## config.mk

```make
export PLATFORM = sky130hd
export DESIGN_NAME = seg7_display_ctrl
export DESIGN_NICKNAME = d
export VERILOG_FILES = /design/src/rtl/seg7_pkg.sv /design/src/rtl/seg7_hex_decoder.sv /design/src/rtl/seg7_display_ctrl.sv
export SDC_FILE = /design/constraint.sdc
export NUM_CORES = 1
export LEC_CHECK = 0
export CORE_MARGIN = 2
export CORE_UTILIZATION = 50
export DETAILED_ROUTE_END_ITERATION = 10
export PLACE_DENSITY_LB_ADDON = 0.15
export SLEW_MARGIN = 0
export SYNTH_ARGS = -nofsm -noshare
export SYNTH_HDL_FRONTEND = slang
export SYNTH_SLANG_ARGS = --single-unit
```

## constraint.sdc

```tcl
create_clock -name clk -period 5.2 [get_ports clk]
set_input_delay 0.78 -clock clk [delete_from_list [all_inputs] [get_ports clk]]
set_output_delay 0.78 -clock clk [all_outputs]
set_load 0.05 [all_outputs]
```

## src/rtl/seg7_pkg.sv

```systemverilog
// Shared definitions for the seven-segment display controller: register map,
// command encodings, CTRL bit positions, scan states and the leading-zero helper.
package seg7_pkg;

    localparam logic [1:0] REG_CMD   = 2'd0;
    localparam logic [1:0] REG_CTRL  = 2'd1;
    localparam logic [1:0] REG_VALUE = 2'd2;
    localparam logic [1:0] REG_COUNT = 2'd3;

    localparam logic [1:0] CMD_NOP   = 2'b00;
    localparam logic [1:0] CMD_START = 2'b01;
    localparam logic [1:0] CMD_STOP  = 2'b10;
    localparam logic [1:0] CMD_CLEAR = 2'b11;

    localparam int CTRL_RUN      = 0;
    localparam int CTRL_SRC      = 1;
    localparam int CTRL_BLANK_LZ = 2;
    localparam int CTRL_OVF      = 3;

    typedef enum logic [1:0] {
        S_LOAD  = 2'd0,
        S_DRIVE = 2'd1,
        S_BLANK = 2'd2
    } scan_state_e;

    // True when digit idx is a leading zero: it and every higher nibble are 0.
    // The rightmost digit is never a leading zero so a value of 0 still shows.
    function automatic logic lz_blank(input logic [31:0] snap, input logic [2:0] idx);
        logic all_zero;
        all_zero = 1'b1;
        for (int i = 0; i < 8; i++) begin
            if ((i >= int'(idx)) && (snap[4*i +: 4] != 4'd0)) begin
                all_zero = 1'b0;
            end
        end
        return all_zero && (idx != 3'd0);
    endfunction

endpackage

```

## src/rtl/seg7_hex_decoder.sv

```systemverilog
// Combinational hex nibble to active-low seven-segment pattern, ordered {g,f,e,d,c,b,a}.
module seg7_hex_decoder (
    input  logic [3:0] i_nibble,
    output logic [6:0] o_seg
);

    // Glyph lookup for 0-9 and A-F (lowercase b and d to keep them distinct).
    always_comb begin
        o_seg = 7'h7F;
        case (i_nibble)
            4'h0:    o_seg = 7'h40;
            4'h1:    o_seg = 7'h79;
            4'h2:    o_seg = 7'h24;
            4'h3:    o_seg = 7'h30;
            4'h4:    o_seg = 7'h19;
            4'h5:    o_seg = 7'h12;
            4'h6:    o_seg = 7'h02;
            4'h7:    o_seg = 7'h78;
            4'h8:    o_seg = 7'h00;
            4'h9:    o_seg = 7'h10;
            4'hA:    o_seg = 7'h08;
            4'hB:    o_seg = 7'h03;
            4'hC:    o_seg = 7'h46;
            4'hD:    o_seg = 7'h21;
            4'hE:    o_seg = 7'h06;
            4'hF:    o_seg = 7'h0E;
            default: o_seg = 7'h7F;
        endcase
    end

endmodule

```

## src/rtl/seg7_display_ctrl.sv

```systemverilog
// Eight-digit multiplexed hex display with a free-running counter and a small
// register interface. The scan FSM snapshots its source once per frame so a
// frame never mixes old and new digits.
module seg7_display_ctrl
    import seg7_pkg::*;
#(
    parameter int   REFRESH_DIV      = 10000,
    parameter logic BLANK_LZ_DEFAULT = 1'b1
) (
    input  logic        clk,
    input  logic        rst,
    input  logic        we,
    input  logic        re,
    input  logic [3:0]  addr,
    input  logic [31:0] wdata,
    output logic [31:0] rdata,
    output logic        a,
    output logic        b,
    output logic        c,
    output logic        d,
    output logic        e,
    output logic        f,
    output logic        g,
    output logic [7:0]  AN
);

    localparam int             PW         = (REFRESH_DIV > 1) ? $clog2(REFRESH_DIV) : 1;
    localparam logic [PW-1:0]  PRESC_LAST = PW'(REFRESH_DIV - 1);
    localparam logic [PW-1:0]  PRESC_ONE  = PW'(1);

    logic [31:0]   r_count;
    logic          r_run;
    logic          r_ovf;
    logic          r_src;
    logic          r_blank_lz;
    logic [31:0]   r_value;
    logic [31:0]   r_rdata;
    logic [31:0]   r_snap;
    scan_state_e   r_state;
    logic [2:0]    r_idx;
    logic [PW-1:0] r_presc;
    logic [7:0]    r_an;
    logic [6:0]    r_seg;

    logic [1:0]    w_sel;
    logic          w_cmd_wr;
    logic          w_start;
    logic          w_stop;
    logic          w_clear;
    logic [31:0]   w_rd_val;
    scan_state_e   w_state_nxt;
    logic [2:0]    w_idx_nxt;
    logic [PW-1:0] w_presc_nxt;
    logic [31:0]   w_snap_nxt;
    logic [3:0]    w_nibble;
    logic [6:0]    w_seg_dec;
    logic [7:0]    w_an_nxt;
    logic [6:0]    w_seg_nxt;
    logic          w_unused_addr;

    assign w_sel         = addr[3:2];
    assign w_unused_addr = ^addr[1:0];
    assign w_cmd_wr      = we && (w_sel == REG_CMD);
    assign w_start       = w_cmd_wr && (wdata[1:0] == CMD_START);
    assign w_stop        = w_cmd_wr && (wdata[1:0] == CMD_STOP);
    assign w_clear       = w_cmd_wr && (wdata[1:0] == CMD_CLEAR);

    // Run flag and the writable CTRL/VALUE fields.
    always_ff @(posedge clk or negedge rst) begin
        if (!rst) begin
            r_run      <= 1'b0;
            r_src      <= 1'b0;
            r_blank_lz <= BLANK_LZ_DEFAULT;
            r_value    <= 32'd0;
        end else begin
            if (w_start) begin
                r_run <= 1'b1;
            end else if (w_stop) begin
                r_run <= 1'b0;
            end else begin
                r_run <= r_run;
            end
            if (we && (w_sel == REG_CTRL)) begin
                r_src      <= wdata[CTRL_SRC];
                r_blank_lz <= wdata[CTRL_BLANK_LZ];
            end else begin
                r_src      <= r_src;
                r_blank_lz <= r_blank_lz;
            end
            if (we && (w_sel == REG_VALUE)) begin
                r_value <= wdata;
            end else begin
                r_value <= r_value;
            end
        end
    end

    // Free-running counter with sticky wrap flag; a clear beats any increment.
    always_ff @(posedge clk or negedge rst) begin
        if (!rst) begin
            r_count <= 32'd0;
            r_ovf   <= 1'b0;
        end else if (w_clear) begin
            r_count <= 32'd0;
            r_ovf   <= 1'b0;
        end else if (r_run) begin
            r_count <= r_count + 32'd1;
            r_ovf   <= r_ovf | (r_count == 32'hFFFF_FFFF);
        end else begin
            r_count <= r_count;
            r_ovf   <= r_ovf;
        end
    end

    // Read mux; sees register contents before any same-cycle write lands.
    always_comb begin
        w_rd_val = 32'd0;
        case (w_sel)
            REG_CMD:   w_rd_val = 32'd0;
            REG_CTRL: begin
                w_rd_val[CTRL_RUN]      = r_run;
                w_rd_val[CTRL_SRC]      = r_src;
                w_rd_val[CTRL_BLANK_LZ] = r_blank_lz;
                w_rd_val[CTRL_OVF]      = r_ovf;
            end
            REG_VALUE: w_rd_val = r_value;
            REG_COUNT: w_rd_val = r_count;
            default:   w_rd_val = 32'd0;
        endcase
    end

    // Read data register: captured on re, held otherwise.
    always_ff @(posedge clk or negedge rst) begin
        if (!rst) begin
            r_rdata <= 32'd0;
        end else if (re) begin
            r_rdata <= w_rd_val;
        end else begin
            r_rdata <= r_rdata;
        end
    end

    // Scan FSM next state; outputs are derived from the next state so the
    // registered anode/segment drives line up with the state register.
    always_comb begin
        w_state_nxt = r_state;
        w_idx_nxt   = r_idx;
        w_presc_nxt = r_presc;
        w_snap_nxt  = r_snap;
        case (r_state)
            S_LOAD: begin
                w_snap_nxt  = r_src ? r_value : r_count;
                w_idx_nxt   = 3'd0;
                w_presc_nxt = {PW{1'b0}};
                w_state_nxt = S_DRIVE;
            end
            S_DRIVE: begin
                if (r_presc == PRESC_LAST) begin
                    w_presc_nxt = {PW{1'b0}};
                    w_state_nxt = S_BLANK;
                end else begin
                    w_presc_nxt = r_presc + PRESC_ONE;
                    w_state_nxt = S_DRIVE;
                end
            end
            S_BLANK: begin
                if (r_idx == 3'd7) begin
                    w_state_nxt = S_LOAD;
                end else begin
                    w_idx_nxt   = r_idx + 3'd1;
                    w_state_nxt = S_DRIVE;
                end
            end
            default: begin
                w_state_nxt = S_LOAD;
                w_idx_nxt   = 3'd0;
                w_presc_nxt = {PW{1'b0}};
            end
        endcase
    end

    assign w_nibble = w_snap_nxt[{w_idx_nxt, 2'b00} +: 4];

    seg7_hex_decoder u_hex_decoder (
        .i_nibble (w_nibble),
        .o_seg    (w_seg_dec)
    );

    // Digit drive for the upcoming cycle: dark outside S_DRIVE or on a leading zero.
    always_comb begin
        w_an_nxt  = 8'hFF;
        w_seg_nxt = 7'h7F;
        if ((w_state_nxt == S_DRIVE) && !(r_blank_lz && lz_blank(w_snap_nxt, w_idx_nxt))) begin
            w_an_nxt  = ~(8'h01 << w_idx_nxt);
            w_seg_nxt = w_seg_dec;
        end else begin
            w_an_nxt  = 8'hFF;
            w_seg_nxt = 7'h7F;
        end
    end

    // Scan state, frame snapshot and registered display outputs.
    always_ff @(posedge clk or negedge rst) begin
        if (!rst) begin
            r_state <= S_LOAD;
            r_idx   <= 3'd0;
            r_presc <= {PW{1'b0}};
            r_snap  <= 32'd0;
            r_an    <= 8'hFF;
            r_seg   <= 7'h7F;
        end else begin
            r_state <= w_state_nxt;
            r_idx   <= w_idx_nxt;
            r_presc <= w_presc_nxt;
            r_snap  <= w_snap_nxt;
            r_an    <= w_an_nxt;
            r_seg   <= w_seg_nxt;
        end
    end

    assign rdata = r_rdata;
    assign AN    = r_an;
    assign {g, f, e, d, c, b, a} = r_seg;

endmodule

```

Word level (Yosys, flattened, before mapping)

Memories as Yosys holds them, arrays and structs flattened.
Index checks and enable logic that the tools add are counted.

Bits of input ports: 40
Register bits: 166
Memory bits (read-only): 112
Logic and storage cells: 97
Output and inout bits: 47
Memories: 1

Memory list:

| memory          | depth | width | read ports | clocked after Yosys merged registers in | write ports | RTL line               | RTL |
|---|---|---|---|---|---|---|---|
| (no name shown) | 16    | 7     | 1          | 0                                       | 0           | seg7_hex_decoder.sv:10 | `case (i_nibble)` |

$add $sub $neg: 3
Bitwise operators: 2
Equality and inequality tests: 12
$lt $le $gt $ge: 7
Shifts and indexed selects: 2
Reduce and logical (&&, ||, !) cells: 30
Mux-type cells: 27

Operator list:

| kind                    | number |
|---|---|
| $mux W32                | 4 |
| $pmux W28 S2            | 1 |
| $add A32 B1 Y32 const B | 1 |
| $eq A32 B32 Y1 const B  | 1 |
| $reduce_bool A4 Y1      | 8 |
| $shiftx A32 B6 Y4       | 1 |
| $pmux W14 S2            | 1 |
| $logic_and A1 B1 Y1     | 16 |
| $pmux W4 S4             | 1 |
| $add A14 B1 Y14 const B | 1 |
| $eq A14 B14 Y1 const B  | 1 |
| $mux W14                | 1 |
| $mux W1                 | 13 |
| $eq A2 B2 Y1 const B    | 5 |
| $ge A3 B3 Y1 const A    | 3 |
| $eq A2 B1 Y1 const B    | 4 |
| $mux W8                 | 1 |
| $not A8 Y8              | 1 |
| $shl A1 B3 Y8 const A   | 1 |
| $mux W7                 | 1 |
| $ge A1 B3 Y1 const A    | 2 |
| $ge A2 B3 Y1 const A    | 2 |
| $pmux W2 S3             | 1 |
| $pmux W3 S2             | 1 |
| 9 further kinds         | 11 |

Logic depth before layout (Yosys ltp)

Depth after elaboration: 18
Gate-level depth with buffers: 15
Gate-level depth less buffers: 13

By module

A second synthesis with hierarchy kept.

Cells, all modules: 764
Area total of the unflattened synthesis: 8,215.4 um2

Modules (own cells, without submodules):

| module            | sequential area each (um2) | instances | cells an instance | area an instance (um2) |
|---|---|---|---|---|
| seg7_display_ctrl | 4,174.0                    | 1         | 733               | 7,953.9 |
| seg7_hex_decoder  | 0.0                        | 1         | 31                | 261.5 |

Worst setup path after synthesis

Ideal clock, no wire load.

Kind: register -> register
Start: reg r_state[0]
End: reg r_seg[1]
Cell stages (with the launch flop): 15
Slack: 2.153 ns
Data required time: 5.136 ns
Path buffers: 2
Arrival time: 2.983 ns
Library setup time: 0.064 ns
Period minus slack after synthesis: 3.047 ns
Cell sequence: dfrtp_1 inv_1 ha_1 and3_1 nor2_1 clkbuf_1 clkbuf_1 and2_1 a211oi_1 nor3_1 inv_1 ha_1 a21oi_1 a211o_1 nand3_1

Word-level cells in the longest chain between the ends: 17
Elaborated cells between the ends (all ways): 45
Those cells by class: order compare: 7; eq/ne: 3; shift: 1; mux: 12; reduce/logical: 21; memory: 1

Ends and longest elaborated chain:

| element                                            | RTL line                 | RTL |
|---|---|---|
| start, declared                                    | seg7_display_ctrl.sv:39  | `scan_state_e r_state;` |
| start signal, assigned                             | seg7_display_ctrl.sv:212 | `r_state <= w_state_nxt;` |
| $eq A2 B2 Y1, or another cell as far along         | seg7_display_ctrl.sv:150 | `case (r_state)` |
| $pmux W3 S2 or $mux W32 (tied branches)            | seg7_display_ctrl.sv:150 |  |
| $ge A1 B3 Y1 or $reduce_bool A4 Y1 (tied branches) | seg7_pkg.sv:32           | `if ((i >= int'(idx)) && (snap[4*i +: 4] != 4'd0)) begin` |
| $logic_and A1 B1 Y1                                | seg7_pkg.sv:32           |  |
| $mux W1 (8 in a row)                               | seg7_pkg.sv:32           |  |
| $logic_and A1 B1 Y1                                | seg7_pkg.sv:36           | `return all_zero && (idx != 3'd0);` |
| $logic_and A1 B1 Y1                                | seg7_display_ctrl.sv:193 | `if ((w_state_nxt == S_DRIVE) && !(r_blank_lz && lz_blank(w_snap_nxt, w_idx_nxt))) begin` |
| $logic_not A1 Y1                                   | seg7_display_ctrl.sv:193 |  |
| $logic_and A1 B1 Y1                                | seg7_display_ctrl.sv:193 |  |
| $mux W7 (*)                                        | seg7_display_ctrl.sv:193 |  |
| via w_seg_nxt[1]                                   | seg7_display_ctrl.sv:58  | `logic [6:0] w_seg_nxt;` |
| end signal, assigned                               | seg7_display_ctrl.sv:217 | `r_seg <= w_seg_nxt;` |
| end, declared                                      | seg7_display_ctrl.sv:43  | `logic [6:0] r_seg;` |

The timed path passes the listed nets; every way through them passes the cells marked *.
A chain may end at the register's enable or synchronous reset.

Final worst setup path

Start: reg r_state[0]
End: reg r_seg[3]

The elaborated chain is that of the path after synthesis.

==> impl_metrics.tcl <==
set metrics [dict create \
    crit-reg2reg-launch "r_state[0]" \
    hold_class "primary input to asynchronous set/reset pin" \
    ctsResizeCount 0 \
    synth_edf_count 0 \
    clk_pin_slew_ns 0.06 \
    p_seq_share_pct 45.1 \
    pwr-share-comb_pct 20.6 \
    detail-route-antenna-nets 0 \
    clockBufferDepth 2 \
    post_cts.repair.setup_buffers 0 \
    fp.dieW_um 132.4 \
    drt_pre_antenna_iters 5 \
    synth_area_leaders "dfrtp_1 (46%), mux2i_1 (8.4%), mux2_2 (6.1%)" \
    drt_iter0_drc 369 \
    critical_path.max_fanout 20 \
    grt_util_met3_pct 5.075 \
    area_delta_synth_final_pct 18.67 \
    finalSetupTns_ns 0 \
    yosysMostFrequentCell "dfrtp_1" \
    dieArea_um2 17530 \
    avgViaCountPerCell 5.602 \
    relSlewSlack_pct 19.91 \
    cp-start-kind "flop" \
    ys_ff_latch 166 \
    yosysWarnings 0 \
    die-height_um 132.4 \
    final_nets 895 \
    synth_ff_type "dfrtp_1" \
    required_ns 5.54 \
    rrSetupSlack_ns 1.21 \
    synth_area_um2 8242 \
    synth-simple-area-share_pct 12.31 \
    muxShareOfSynthArea_pct 15.88 \
    synth_xor_area_share_pct 3.826 \
    status "completed" \
    rows 46 \
    syn_inst 773 \
    worstPathArrival_ns 4.33 \
    slew_viol_final 0 \
    grt_pass1_vias 6170 \
    routedWlPerCell_um 17.91 \
    grt_util_met2_pct 37.74 \
    io_buffers 84 \
    num_io_pins 87 \
    ys_types 64 \
    skew_ns 0.01062 \
    synth_compound_area_share_pct 10.19 \
    coreArea_um2 16000 \
    ctsRootBufferMaster "clkbuf_16" \
    p_clk_share_pct 34.3 \
    synthAdderAreaFrac_pct 2.125 \
    finalCritPeriodShare_pct 76.68 \
    synth_top_area_cell "dfrtp_1" \
    gr-usage-all-layers_pct 22.81 \
    grt_busiest_layer "met2" \
    antenna_found_initial 0 \
    yosysTopAreaCellShare_pct 45.54 \
    dp_hpwl_um 13390 \
    wl_um 19150 \
    crit_path_end_kind "flop" \
    hold_viol_final 0 \
    numCtsBuffers 17 \
    async_reset_ff_share_pct 100.0 \
    p_sw_share_pct 30.01 \
    holdBufCountCts 0 \
    yosys-top-cells-count "dfrtp_1 (150), nor2_1 (79), mux2i_1 (69), inv_1 (53), mux2_2 (45)" \
    grt_util_met1_pct 30.47 \
    ys_seq_area_share_pct 50.65 \
    fin_hold_ws_ns 0.4908 \
    gp_congestion 0.8654 \
    grt_setup_unrepaired "false" \
    critical_path_class "flop to flop" \
    grt_pass1_wl_um 32090 \
    setup.worst_path.start "r_state[0]" \
    p_int_mw 2.526 \
    r2r_cells 14 \
    cts_tree "built" \
    ir_drop_uv 260.0 \
    clk_latency_ns 0.42 \
    switchingPower_mw 1.083 \
    synth_top_family_by_area "multiplexers" \
    diodes 0 \
    power_density_nw_per_um2 369.0 \
    setup_violations 0 \
    grt_max_degree 115 \
    drive_gt1_share_pct 13.36 \
    min_period_ns 3.988 \
    maxClockFrequency_mhz 250.8 \
    vias 5989 \
    htree_levels 4 \
    avgSynthCellArea_um2 10.66 \
    p_leak_nw 4.228 \
    drc 0 \
    max-cap-violations 0 \
    worst_slew_pin_slew_ns 1.201 \
    gr-total-overflow 0 \
    start_util_pct 51.51 \
    syn_nets 827 \
    cts_sinks 166 \
]
[kinds of logic after synthesis]
family / Yosys count
compound gates: 129
fa+ha+maj: 14
xor+xnor: 36
simple gates: 209
mux: 122
flops: 166
buf+inv: 97
[power groups by stage]
| stage | clock, mW | combinational [mW] | sequential (mW) |
|---|---|---|---|
| finish | 1.24 | 0.743 | 1.63 |
| CTS | 1.27 | 0.748 | 1.63 |
| global placement | 0 | 0.727 | 1.64 |
| detailed placement | 0 | 0.742 | 1.65 |
| global route | 1.33 | 0.801 | 1.65 |
| floorplan | 0 | 0.378 | 1.74 |
[layer usage]
metal,up-vias,part of all wire (%)
li1,2859,-
met1,2974,46
met2,137,48
met3,19,4.5
met4,0,1.5
met5,-,0
[cell type report]
type,instances,area [um^2]
fill,1325,6220
sequential,166,4174
multi-input combinational,510,3656
timing repair buffer,91,889.6
clock buffer,22,484.2
tap,216,270.3
inverter,55,206.4
clock inverter,9,100.1
[worst max-delay path, cell delays in order, from the launching register on]
cell     delay [ns]
dfrtp_1        0.40
inv_1          0.10
ha_1           0.51
o211a_1        0.24
nor2_1         0.05
buf_4          0.20
inv_1          0.40
mux2i_1        0.27
o22ai_1        0.11
nor3_1         0.59
inv_1          0.23
ha_1           0.33
a21oi_1        0.20
nor3_1         0.09
o21ai_1        0.19
[flip-flops by register name, summed over array words and instances (netlist names), 2 cells and up]
| name | count |
|---|---|
| r_presc | 14 |
| r_state | 2 |
| r_count | 32 |
| r_snap | 32 |
| rdata | 32 |
| r_seg | 7 |
| AN | 8 |
| r_idx | 3 |
| r_value | 32 |
[worst paths after layout]
kind | end
worst max-delay path | r_seg[3]
worst min-delay path | rdata[11]
worst max register to register | r_seg[3]
worst min register to register | r_snap[27]
max in group asynchronous | r_idx[0]
min in group clk | r_snap[27]
[metrics by stage]
stage	cell area (um^2)	setup WS (ns)	instances	power, mW	utilization, %
6_report	9781	1.212	1069	3.609	61.13
5_1_grt	9781	0.8872	1069	3.780	61.13
4_1_cts	9781	1.262	1069	3.641	61.13
3_5_place_dp	9196	1.287	1038	2.388	57.48
3_3_place_gp	9196	1.498	1038	2.365	57.48
2_1_floorplan	8242	2.153	773	2.121	-
[cells in the final DEF, fill, tap and decap left out, drive strengths merged, types with 9 or more instances in the layout]
cell type        n
dfrtp          150
clkdlybuf4s50   82
nor2            79
mux2i           71
inv             55
mux2            51
a21oi           40
nand2           36
o22ai           32
xor2            29
clkbuf          22
nand3           21
nand4           19
dfstp           16
o21ai           14
ha              14
nor3            12
or3             10
buf              9
Note: power is estimated with default switching activity, not from simulation.
